`src/rtl/serial_bit_feeder_pkg.sv`:
```
// -----------------------------------------------------------------------------
// serial_bit_feeder_pkg
//
// Shared definitions for the serial bit feeders and the single-bit sequence
// detectors they drive.
//   feeder_state_e : feeder FSM state encoding (IDLE / SHIFT / PARITY)
//   cnt_width()    : width of a bit counter that indexes 0..width-1
// -----------------------------------------------------------------------------
package serial_bit_feeder_pkg;

   // PARITY is only reachable when the parity beat is compiled in
   // (FEEDER_PARITY_EN). The encoding stays fixed so that every build of a
   // feeder reports the same state codes.
   typedef enum logic [1:0] {
      ST_IDLE   = 2'b00,
      ST_SHIFT  = 2'b01,
      ST_PARITY = 2'b10
   } feeder_state_e;

   // Counter that indexes bits 0..width-1. Widths of 2 and above give
   // $clog2(width) >= 1. The guard keeps a degenerate width from producing a
   // zero-width vector.
   function automatic int cnt_width(input int width);
      return (width > 1) ? $clog2(width) : 1;
   endfunction

endpackage : serial_bit_feeder_pkg

```
`src/rtl/serial_bit_feeder.sv`:
```
// -----------------------------------------------------------------------------
// serial_bit_feeder
//
// Parallel-to-serial feeder for the single-bit Mealy sequence detectors.
// It accepts one WIDTH-bit word over a valid/ready handshake. It then
// presents the word one bit per enabled clock on `out`.
//
// Parameters
//   WIDTH     : word width in bits (>= 2)
//   MSB_FIRST : 1 = bit WIDTH-1 first, 0 = bit 0 first
//
// Ports
//   clk        in   clock, all state changes on the rising edge
//   rst        in   synchronous active-high reset
//   data_in    in   parallel word to serialize
//   data_valid in   data_in holds a word
//   data_ready out  a word is accepted this cycle if data_valid is high
//   en         in   bit-rate enable, one bit is consumed per cycle with en=1
//   out        out  current serial bit (drives the detector's `in`)
//   out_valid  out  out is a real bit and is consumed this cycle
//   word_done  out  pulse on the cycle the final beat of a word is consumed
//   busy       out  a word is in flight
//
// Build option
//   FEEDER_PARITY_EN : when defined, each word is followed by one even-parity
//                      beat (XOR of the captured word). word_done and the
//                      back-to-back ready window move to that beat.
// -----------------------------------------------------------------------------
module serial_bit_feeder
   import serial_bit_feeder_pkg::*;
#(
   parameter int WIDTH     = 8,
   parameter bit MSB_FIRST = 1'b1
) (
   input  logic             clk,
   input  logic             rst,
   input  logic [WIDTH-1:0] data_in,
   input  logic             data_valid,
   output logic             data_ready,
   input  logic             en,
   output logic             out,
   output logic             out_valid,
   output logic             word_done,
   output logic             busy
);

   localparam int             CW       = cnt_width(WIDTH);
   localparam logic [CW-1:0]  LAST_IDX = CW'(WIDTH - 1);

   feeder_state_e    state_q;
   logic [WIDTH-1:0] shreg_q;
   logic [CW-1:0]    cnt_q;
`ifdef FEEDER_PARITY_EN
   logic             parity_q;
`endif

   logic [WIDTH-1:0] shreg_shifted;
   logic             head_bit;
   logic             shift_beat;
   logic             last_data_beat;
   logic             done_beat;
   logic             load;

   // One-position shift toward the output end, zero fill at the far end.
   genvar gi;
   generate
      for (gi = 0; gi < WIDTH; gi++) begin : g_shift
         if (MSB_FIRST) begin : g_msb
            if (gi == 0) begin : g_fill
               assign shreg_shifted[gi] = 1'b0;
            end else begin : g_move
               assign shreg_shifted[gi] = shreg_q[gi-1];
            end
         end else begin : g_lsb
            if (gi == WIDTH - 1) begin : g_fill
               assign shreg_shifted[gi] = 1'b0;
            end else begin : g_move
               assign shreg_shifted[gi] = shreg_q[gi+1];
            end
         end
      end
   endgenerate

   assign head_bit = MSB_FIRST ? shreg_q[WIDTH-1] : shreg_q[0];

   always_comb begin
      shift_beat     = (state_q == ST_SHIFT) && en;
      last_data_beat = shift_beat && (cnt_q == LAST_IDX);
`ifdef FEEDER_PARITY_EN
      done_beat      = (state_q == ST_PARITY) && en;
`else
      done_beat      = last_data_beat;
`endif
      // Ready is also high on the final consumed beat. A word that is
      // waiting can then follow with no idle bubble.
      data_ready     = (state_q == ST_IDLE) || done_beat;
      load           = data_valid && data_ready;
   end

   // Outputs come from register state only. They do not depend on
   // data_valid or data_in, so the path into the detector stays short.
   always_comb begin
      out = 1'b0;
      unique case (state_q)
         ST_SHIFT:  out = head_bit;
`ifdef FEEDER_PARITY_EN
         ST_PARITY: out = parity_q;
`endif
         default:   out = 1'b0;
      endcase
   end

`ifdef FEEDER_PARITY_EN
   assign out_valid = ((state_q == ST_SHIFT) || (state_q == ST_PARITY)) && en;
`else
   assign out_valid = shift_beat;
`endif
   assign word_done = done_beat;
   assign busy      = (state_q != ST_IDLE);

   // FSM, bit counter and shifter. A load takes priority over advancing.
   // This is what lets the next word replace the final beat of the current
   // one.
   always_ff @(posedge clk) begin
      if (rst) begin
         state_q  <= ST_IDLE;
         shreg_q  <= '0;
         cnt_q    <= '0;
`ifdef FEEDER_PARITY_EN
         parity_q <= 1'b0;
`endif
      end else if (load) begin
         state_q  <= ST_SHIFT;
         shreg_q  <= data_in;
         cnt_q    <= '0;
`ifdef FEEDER_PARITY_EN
         parity_q <= ^data_in;
`endif
      end else begin
         unique case (state_q)
            ST_IDLE: begin
               state_q <= ST_IDLE;
            end
            ST_SHIFT: begin
               if (en) begin
                  shreg_q <= shreg_shifted;
                  if (last_data_beat) begin
                     cnt_q   <= '0;
`ifdef FEEDER_PARITY_EN
                     state_q <= ST_PARITY;
`else
                     state_q <= ST_IDLE;
`endif
                  end else begin
                     cnt_q <= cnt_q + CW'(1);
                  end
               end
            end
`ifdef FEEDER_PARITY_EN
            ST_PARITY: begin
               if (en) begin
                  state_q <= ST_IDLE;
               end
            end
`endif
            default: begin
               state_q <= ST_IDLE;
            end
         endcase
      end
   end

endmodule : serial_bit_feeder

```
`config.mk`:
```
export PLATFORM = sky130hd
export DESIGN_NAME = serial_bit_feeder
export DESIGN_NICKNAME = d
export VERILOG_FILES = /design/src/rtl/serial_bit_feeder_pkg.sv /design/src/rtl/serial_bit_feeder.sv
export SDC_FILE = /design/constraint.sdc
export NUM_CORES = 1
export LEC_CHECK = 0
export ABC_AREA = 1
export CORE_ASPECT_RATIO = 1.4
export CORE_UTILIZATION = 35
export DETAILED_ROUTE_END_ITERATION = 10
export PLACE_DENSITY_LB_ADDON = 0.25
export SYNTH_ARGS = -nofsm -noshare
export SYNTH_HDL_FRONTEND = slang
export SYNTH_SLANG_ARGS = --single-unit
```
`constraint.sdc`:
```
create_clock -name clk -period 4.6 [get_ports clk]
set_clock_uncertainty 0.15 [all_clocks]
set_input_delay 1.15 -clock clk [delete_from_list [all_inputs] [get_ports clk]]
set_output_delay 1.15 -clock clk [all_outputs]
set_load 0.01 [all_outputs]
```
-- After elaboration in Yosys (flattened, before gate mapping)
Index checks and enable logic that the tools add are counted.
- register bits after elaboration: 12
- bits of input ports: 12
- output and inout bits: 5
- word-level logic and storage cells: 27
- $add $sub $neg: 1
- eq/ne operators: 3
- mux-type cells: 9
- reductions and logical operators: 11
- operators by type and width (cell ; number):
    $mux 8 ; 3
    $ne 3x3->1 const B ; 2
    $reduce_and 2->1 ; 3
    $mux 1 ; 5
    $reduce_bool 2->1 ; 2
    $add 3x1->3 const B ; 1
    $eq 3x3->1 const B ; 1
    $logic_and 1x1->1 ; 3
    $mux 3 ; 1
    $logic_not 2->1 ; 1
    $reduce_or 2->1 ; 1
    $logic_or 1x1->1 ; 1

-- Logic depth before layout (Yosys ltp)
Gate-level depths: netlist (run 1).
- depth in word-level cells: 6
- mapped depth: 8
- depth with buffers taken out: 8

-- Least setup slack after synthesis (run 1)
No wires, ideal clock.
- path type: in2out
- from: in en
- to: out data_ready
- arrival: 1.484 ns
- required time: 3.300 ns
- setup slack: 1.816 ns
- stages: 3
- buffers on the path: 1
- cell sequence: nand2_2 > nand2_4 > buf_6
- longest elaborated chain between the ends: 3
- ends and longest elaborated chain (what ; RTL line ; source):
    start: declaration ; serial_bit_feeder.sv:40 ; input logic en,
    $logic_and 1x1->1 ; serial_bit_feeder.sv:87 ; shift_beat = (state_q == ST_SHIFT) && en;
    $logic_and 1x1->1 ; serial_bit_feeder.sv:88 ; last_data_beat = shift_beat && (cnt_q == LAST_IDX);
    $logic_or 1x1->1 ; serial_bit_feeder.sv:96 ; data_ready = (state_q == ST_IDLE) || done_beat;
    end: declaration ; serial_bit_feeder.sv:39 ; output logic data_ready,
Every way passes these cells.

-- Final worst setup path (run 1)
Ends and elaborated chain as after synthesis.

==> results of run 1 <==
-- registers in the layout (all words and copies together), names as in the netlist --
register,flops
cnt_q,3
shreg_q,8
state_q,1
-- cells in the mapped netlist --
| cell | n | area (um2) |
|---|---|---|
| sky130_fd_sc_hd__nand3_1 | 9 | 45.0 |
| sky130_fd_sc_hd__nand2_1 | 12 | 45.0 |
| sky130_fd_sc_hd__buf_6 | 2 | 22.5 |
| sky130_fd_sc_hd__nand2_2 | 2 | 12.5 |
| sky130_fd_sc_hd__buf_2 | 2 | 10.0 |
| sky130_fd_sc_hd__nor3_1 | 1 | 5.00 |
| sky130_fd_sc_hd__nand2_4 | 3 | 33.8 |
| sky130_fd_sc_hd__inv_2 | 1 | 3.75 |
| sky130_fd_sc_hd__o21ai_1 | 7 | 35.0 |
| sky130_fd_sc_hd__nand4_1 | 2 | 12.5 |
| sky130_fd_sc_hd__ha_1 | 2 | 25.0 |
| sky130_fd_sc_hd__dfxtp_1 | 12 | 240 |
| sky130_fd_sc_hd__nor2_1 | 16 | 60.1 |
| sky130_fd_sc_hd__inv_1 | 10 | 37.5 |
| sky130_fd_sc_hd__a21oi_1 | 5 | 25.0 |
| sky130_fd_sc_hd__a21oi_2 | 7 | 61.3 |
-- routing by layer --
layer  up-vias  track usage
met5         -            0
met3         2       0.0372
met2        17        0.214
met4         0       0.0690
met1       258        0.173
li1        335            -
-- cells by family (layout without fill, tap and decap cells) --
kind of cell,Yosys count,count (layout),share of synthesized area
and+or+nand+nor,45,45,0.317
AOI/OAI and AO/OA,19,19,0.180
buffers and inverters,15,31,0.109
DFF,12,12,0.356
adders and majority gates,2,2,0.0371
-- area by class of cell --
type / instances / area [um2] / share of cell area
Multi-Input combinational cell: 66 / 360 / 0.417
Clock buffer: 4 / 36.3 / 0.0420
Inverter: 11 / 41.3 / 0.0478
Tap cell: 20 / 25.0 / 0.0290
Sequential cell: 12 / 240 / 0.278
Timing Repair Buffer: 16 / 160 / 0.186
-- power by group through the flow --
| stage | Combinational (mW) | Clock, mW | Sequential (mW) |
|---|---|---|---|
| 6_report | 0.0552 | 0.0826 | 0.117 |
| 5_1_grt | 0.0626 | 0.0912 | 0.118 |
| 4_1_cts | 0.0564 | 0.0848 | 0.118 |
| 3_5_place_dp | 0.0562 | 0 | 0.120 |
| 3_3_place_gp | 0.0554 | 0 | 0.120 |
| 2_1_floorplan | 0.0394 | 0 | 0.119 |
-- worst max-delay path, cell delays in order --
cell,delay [ns]
sky130_fd_sc_hd__clkdlybuf4s50_1,0.58
sky130_fd_sc_hd__nand2_2,0.13
sky130_fd_sc_hd__nand2_4,0.20
sky130_fd_sc_hd__clkdlybuf4s50_1,0.58
-- metrics by stage --
stage | instances | power, mW | util | setup WS [ns]
finish | 129 | 0.255 | 0.485 | 0.648
global route | 129 | 0.272 | 0.485 | 0.580
CTS | 129 | 0.259 | 0.485 | 0.640
detailed placement | 125 | 0.176 | 0.465 | 0.655
global placement | 125 | 0.175 | 0.465 | 0.668
floorplan | 93 | 0.159 | - | 1.82
-- worst paths after layout --
kind / from / endpoint
worst max register to register: cnt_q[0] / shreg_q[6]
worst min register to register: cnt_q[1] / cnt_q[1]
worst max-delay path: en / data_ready
worst min-delay path: cnt_q[1] / cnt_q[1]
==> impl_metrics.csv, run 1 <==
group,metric,value,unit
layout,fillerInstances,195,
clock_network,tritoncts,"yes",
clock_network,cts_setup_buffers,0,
global_route,first_global_vias,509,
placement,port_buffers,16,
detailed_routing,detail_route.wirelength.met1,557,um
clock_network,ctsLongestPathBuffers,2,
die,die-width,39.1,um
die,die_area,2110,um2
detailed_routing,routed_length_on_met2,591,um
synth,synthesis.area_per_instance,7.25,um2
die,coreArea,1780,um2
global_route,pin_count_of_the_biggest_net_entering_global_routing,19,
placement,postPlaceCellArea,827,um2
layout,synthToLayoutAreaGrowth,28.0,%
die,die_h,53.9,um
pwr,net_switching_power,0.0699,mW
status,run_status,"complete, no violations",
timing,final_hold_slack,0.329,ns
clock_network,tritoncts.num_buffers,3,
worst_hold_path,whs_path_depth,2,
worst_setup_path,setup.worst_path.end_class,"primary output",
timing,timing.final.crit_period,3.95,ns
timing,worst_pin_slew,0.742,ns
worst_setup_path,cp.arrival,2.65,ns
synth,ys_types,16,
detailed_routing,route.detailed.drc,0,
synth,mappedNetlistArea,674,um2
worst_setup_path,timing.critical_path.required,3.30,ns
worst_setup_path,worstPathMaxFanout,18,
detailed_routing,drt-initial-drc-count,5,
detailed_routing,antenna_left,0,
clock_network,clk_pin_slew,0.07,ns
global_route,globalRouteTotalUtil,0.138,
pwr,power.sequential.fraction,0.460,
detailed_routing,detail_route.vias_per_cell,4.74,
pwr,vdd.ir_drop.worst,0.181,mV
detailed_routing,wire_length_reported_by_the_detailed_router,1.22,mm
layout,final_cell_mix,"16 x sky130_fd_sc_hd__nor2_1, 16 x sky130_fd_sc_hd__clkdlybuf4s50_1, 12 x sky130_fd_sc_hd__nand2_1, 12 x sky130_fd_sc_hd__dfxtp_1, 10 x sky130_fd_sc_hd__inv_1",
pwr,powerDensity,296,nW/um2
worst_setup_path,critPathLaunchType,"input port",
detailed_routing,route.top_layer_used,"met4",
clock_network,cts-hold-fix-buffers,0,
clock_network,cts.root.buffer_cell,"sky130_fd_sc_hd__clkbuf_4",
worst_setup_path,worstSetupPathType,"in2out",
timing,timing.setup.tns,0,ns
pwr,clkPwrFrac,0.324,
synth,postSynthCellCount,93,
timing,maxSlewHeadroom,0.504,
worst_setup_path,r2r.worst_path.cells,8,
placement,place_congestion,0.689,
global_route,total_gr_overflow,0,
placement,dpl.hpwl,911,um
synth,postSynthRegisterBits,12,
clock_network,clkLatencyLatePin,0.27,ns
die,rows,18,
timing,timing.final.setup_violations,0,
detailed_routing,num_vias,612,
timing,finalCritPeriodShare,0.859,
worst_hold_path,worstHoldPathType,"reg2reg",
timing,achievable-frequency,253,MHz
clock_network,clock_tree.htree_level_count,1,
die,boundaryPins,17,
layout,insertedDiodeCount,0,
pwr,fraction_of_power_spent_switching_nets,0.274,
detailed_routing,met3WireLength,49,um
synth,synth_nets,107,
clock_network,number_of_sinks_driven_by_the_clock_tree,12,
worst_setup_path,rrSetupSlack,3.01,ns
timing,timing_hold_violations_final,0,
synth,synth-seq-area-share,0.356,
synth,total_number_of_yosys_warnings,0,
layout,final_layout_net_count,124,
layout,final_layout_size_suffix_gt1_frac,0.156,
pwr,power_leakage,0.369,nW
global_route,global_route_wire_length_before_repair,2.02,mm
global_route,number_of_antenna_violations_at_the_first_check_in_global_routing,0,
die,initial_utilization,0.379,
pwr,cell_internal_pwr,0.185,mW
pwr,power_frac_comb,0.216,
timing,final_slew_violations,0,
layout,layout.cell_area.non_filler,863,um2
run,drv.max_cap_violation_count,0,
detailed_routing,first_pass_iters,4,
detailed_routing,avgRoutedWirePerCell,9.42,um
timing,setup_repair_after_global_routing_missed_its_margin,"false",
clock_network,cts_resized,0,
(Power assumes the default switching activity.)
==> run 2: changes to the inputs <==
--- a/config.mk
+++ b/config.mk
@@ -7,6 +7,7 @@
 export LEC_CHECK = 0
 export ABC_AREA = 1
 export CORE_ASPECT_RATIO = 1.4
+export CORE_MARGIN = 5
 export CORE_UTILIZATION = 35
 export DETAILED_ROUTE_END_ITERATION = 10
 export PLACE_DENSITY_LB_ADDON = 0.25
==> impl_metrics.csv, run 2 (synthesized netlist as in run 1, its figures left out) <==
group,metric,value,unit
layout,final_cell_mix,"16 x sky130_fd_sc_hd__nor2_1, 16 x sky130_fd_sc_hd__clkdlybuf4s50_1, 12 x sky130_fd_sc_hd__nand2_1, 12 x sky130_fd_sc_hd__dfxtp_1, 10 x sky130_fd_sc_hd__inv_1",
clock_network,cts.root.buffer_cell,"sky130_fd_sc_hd__clkbuf_4",
worst_hold_path,worstHoldPathType,"reg2reg",
clock_network,clk_pin_slew,0.07,ns
detailed_routing,drt-initial-drc-count,5,
placement,place_congestion,0.730,
clock_network,tritoncts.num_buffers,3,
global_route,global_route_wire_length_before_repair,2.18,mm
timing,timing.final.crit_period,3.95,ns
pwr,power_leakage,0.362,nW
global_route,total_gr_overflow,0,
timing,finalWorstSetupSlack,0.649,ns
layout,final_cell_count_no_fill,128,
worst_setup_path,worstPathMaxFanout,18,
worst_setup_path,cp_cell_sequence,"clkdlybuf4s50_1, nand2_2, nand2_4, clkdlybuf4s50_1",
die,boundaryPins,17,
placement,dpl.hpwl,955,um
die,die_h,61.9,um
worst_setup_path,cp.arrival,2.65,ns
global_route,first_global_vias,528,
die,die_area,2920,um2
worst_setup_path,worst_setup_path_start,"en",
pwr,powerDensity,280,nW/um2
placement,port_buffers,16,
layout,final_layout_size_suffix_gt1_frac,0.148,
clock_network,cts_setup_buffers,0,
timing,maxSlewHeadroom,0.497,
die,die-width,47.1,um
die,rows,18,
clock_network,cts-hold-fix-buffers,0,
worst_setup_path,cp_common_cell,"sky130_fd_sc_hd__clkdlybuf4s50_1",
status,run_status,"complete, no violations",
worst_setup_path,worst_path_max_delay_cell,"sky130_fd_sc_hd__clkdlybuf4s50_1",
detailed_routing,route.detailed.drc,0,
clock_network,clock_tree.htree_level_count,1,
worst_setup_path,worstSetupPathType,"in2out",
detailed_routing,wire_length_reported_by_the_detailed_router,1.31,mm
die,initial_utilization,0.374,
worst_setup_path,critPathMaxStageDelay,0.58,ns
placement,dpl.cell_count,125,
worst_setup_path,timing.critical_path.required,3.30,ns
clock_network,clkLatencyLatePin,0.27,ns
layout,final_layout_net_count,124,
timing,achievable-frequency,253,MHz
global_route,number_of_antenna_violations_at_the_first_check_in_global_routing,0,
timing,setup_repair_after_global_routing_missed_its_margin,"false",
layout,insertedDiodeCount,0,
timing,final_slew_violations,0,
layout,largest_reg_flops,8,
clock_network,ctsLongestPathBuffers,2,
timing,timing.final.setup_violations,0,
timing,timing.setup.tns,0,ns
clock_network,number_of_sinks_driven_by_the_clock_tree,12,
placement,dp_slack,0.657,ns
detailed_routing,num_vias,611,
timing,finalCritPeriodShare,0.859,
detailed_routing,first_pass_iters,5,
run,drv.max_cap_violation_count,0,
detailed_routing,detail_route.vias_per_cell,4.77,
global_route,pin_count_of_the_biggest_net_entering_global_routing,19,
layout,synthToLayoutAreaGrowth,26.0,%
timing,worst_pin_slew,0.752,ns
worst_setup_path,critPathLaunchType,"input port",
worst_setup_path,regToRegStartpoint,"cnt_q[0]",
timing,timing_hold_violations_final,0,
clock_network,tritoncts,"yes",
worst_hold_path,timing.hold.worst.start,"cnt_q[1]",
detailed_routing,antenna_left,0,
global_route,globalRouteTotalUtil,0.105,
pwr,vdd.ir_drop.worst,0.147,mV
timing,final_hold_slack,0.327,ns
die,coreArea,1800,um2
layout,most_flops_register,"shreg_q",
layout,layout_top_registers,"shreg_q: 8 flops, cnt_q: 3 flops, state_q: 1 flops",
clock_network,cts_resized,0,
worst_setup_path,setup.worst_path.end_class,"primary output",
detailed_routing,avgRoutedWirePerCell,10.2,um
## run 2: critical path, delay by kind of cell
family	cells	cell delay, ns
buffers and inverters	2	1.16
AND/OR/NAND/NOR	2	0.34
## run 2: area by class of cell
class                      count  area, um2
fill                         208        952
timing repair buffer          16        160
multi-input combinational     66        360
clock buffer                   3       22.5
inverter                      11       41.3
tap                           20       25.0
sequential                    12        240
## run 2: metal layers
metal | up-vias | GRT usage | wire length, um
li1 | 332 | - | -
met1 | 261 | 0.135 | 592
met2 | 14 | 0.155 | 609
met3 | 4 | 0.0173 | 83
met4 | 0 | 0.0751 | 23
met5 | - | 0 | 0
## run 2: power breakdown
group	leakage (nW)	internal (mW)	switching, mW
Sequential	0.0987	0.112	0.00556
Clock	0.0138	0.0303	0.0346
Combinational	0.249	0.0255	0.0300
Total	0.362	0.168	0.0702
## run 2: path summary, 6_finish.rpt
check / cells past startpoint / to / slack (ns)
max: 4 / data_ready / 0.65
min: 2 / cnt_q[1] / 0.33
max reg2reg: 7 / cnt_q[2] / 3.01
min reg2reg: 2 / cnt_q[1] / 0.33
## run 2: per-stage QoR
stage	instance area [um2]	util	power [mW]
after floorplan	674	-	0.159
after global placement	827	0.459	0.175
after detailed placement	827	0.459	0.176
after CTS	850	0.472	0.240
after global routing	850	0.472	0.253
final	850	0.472	0.238
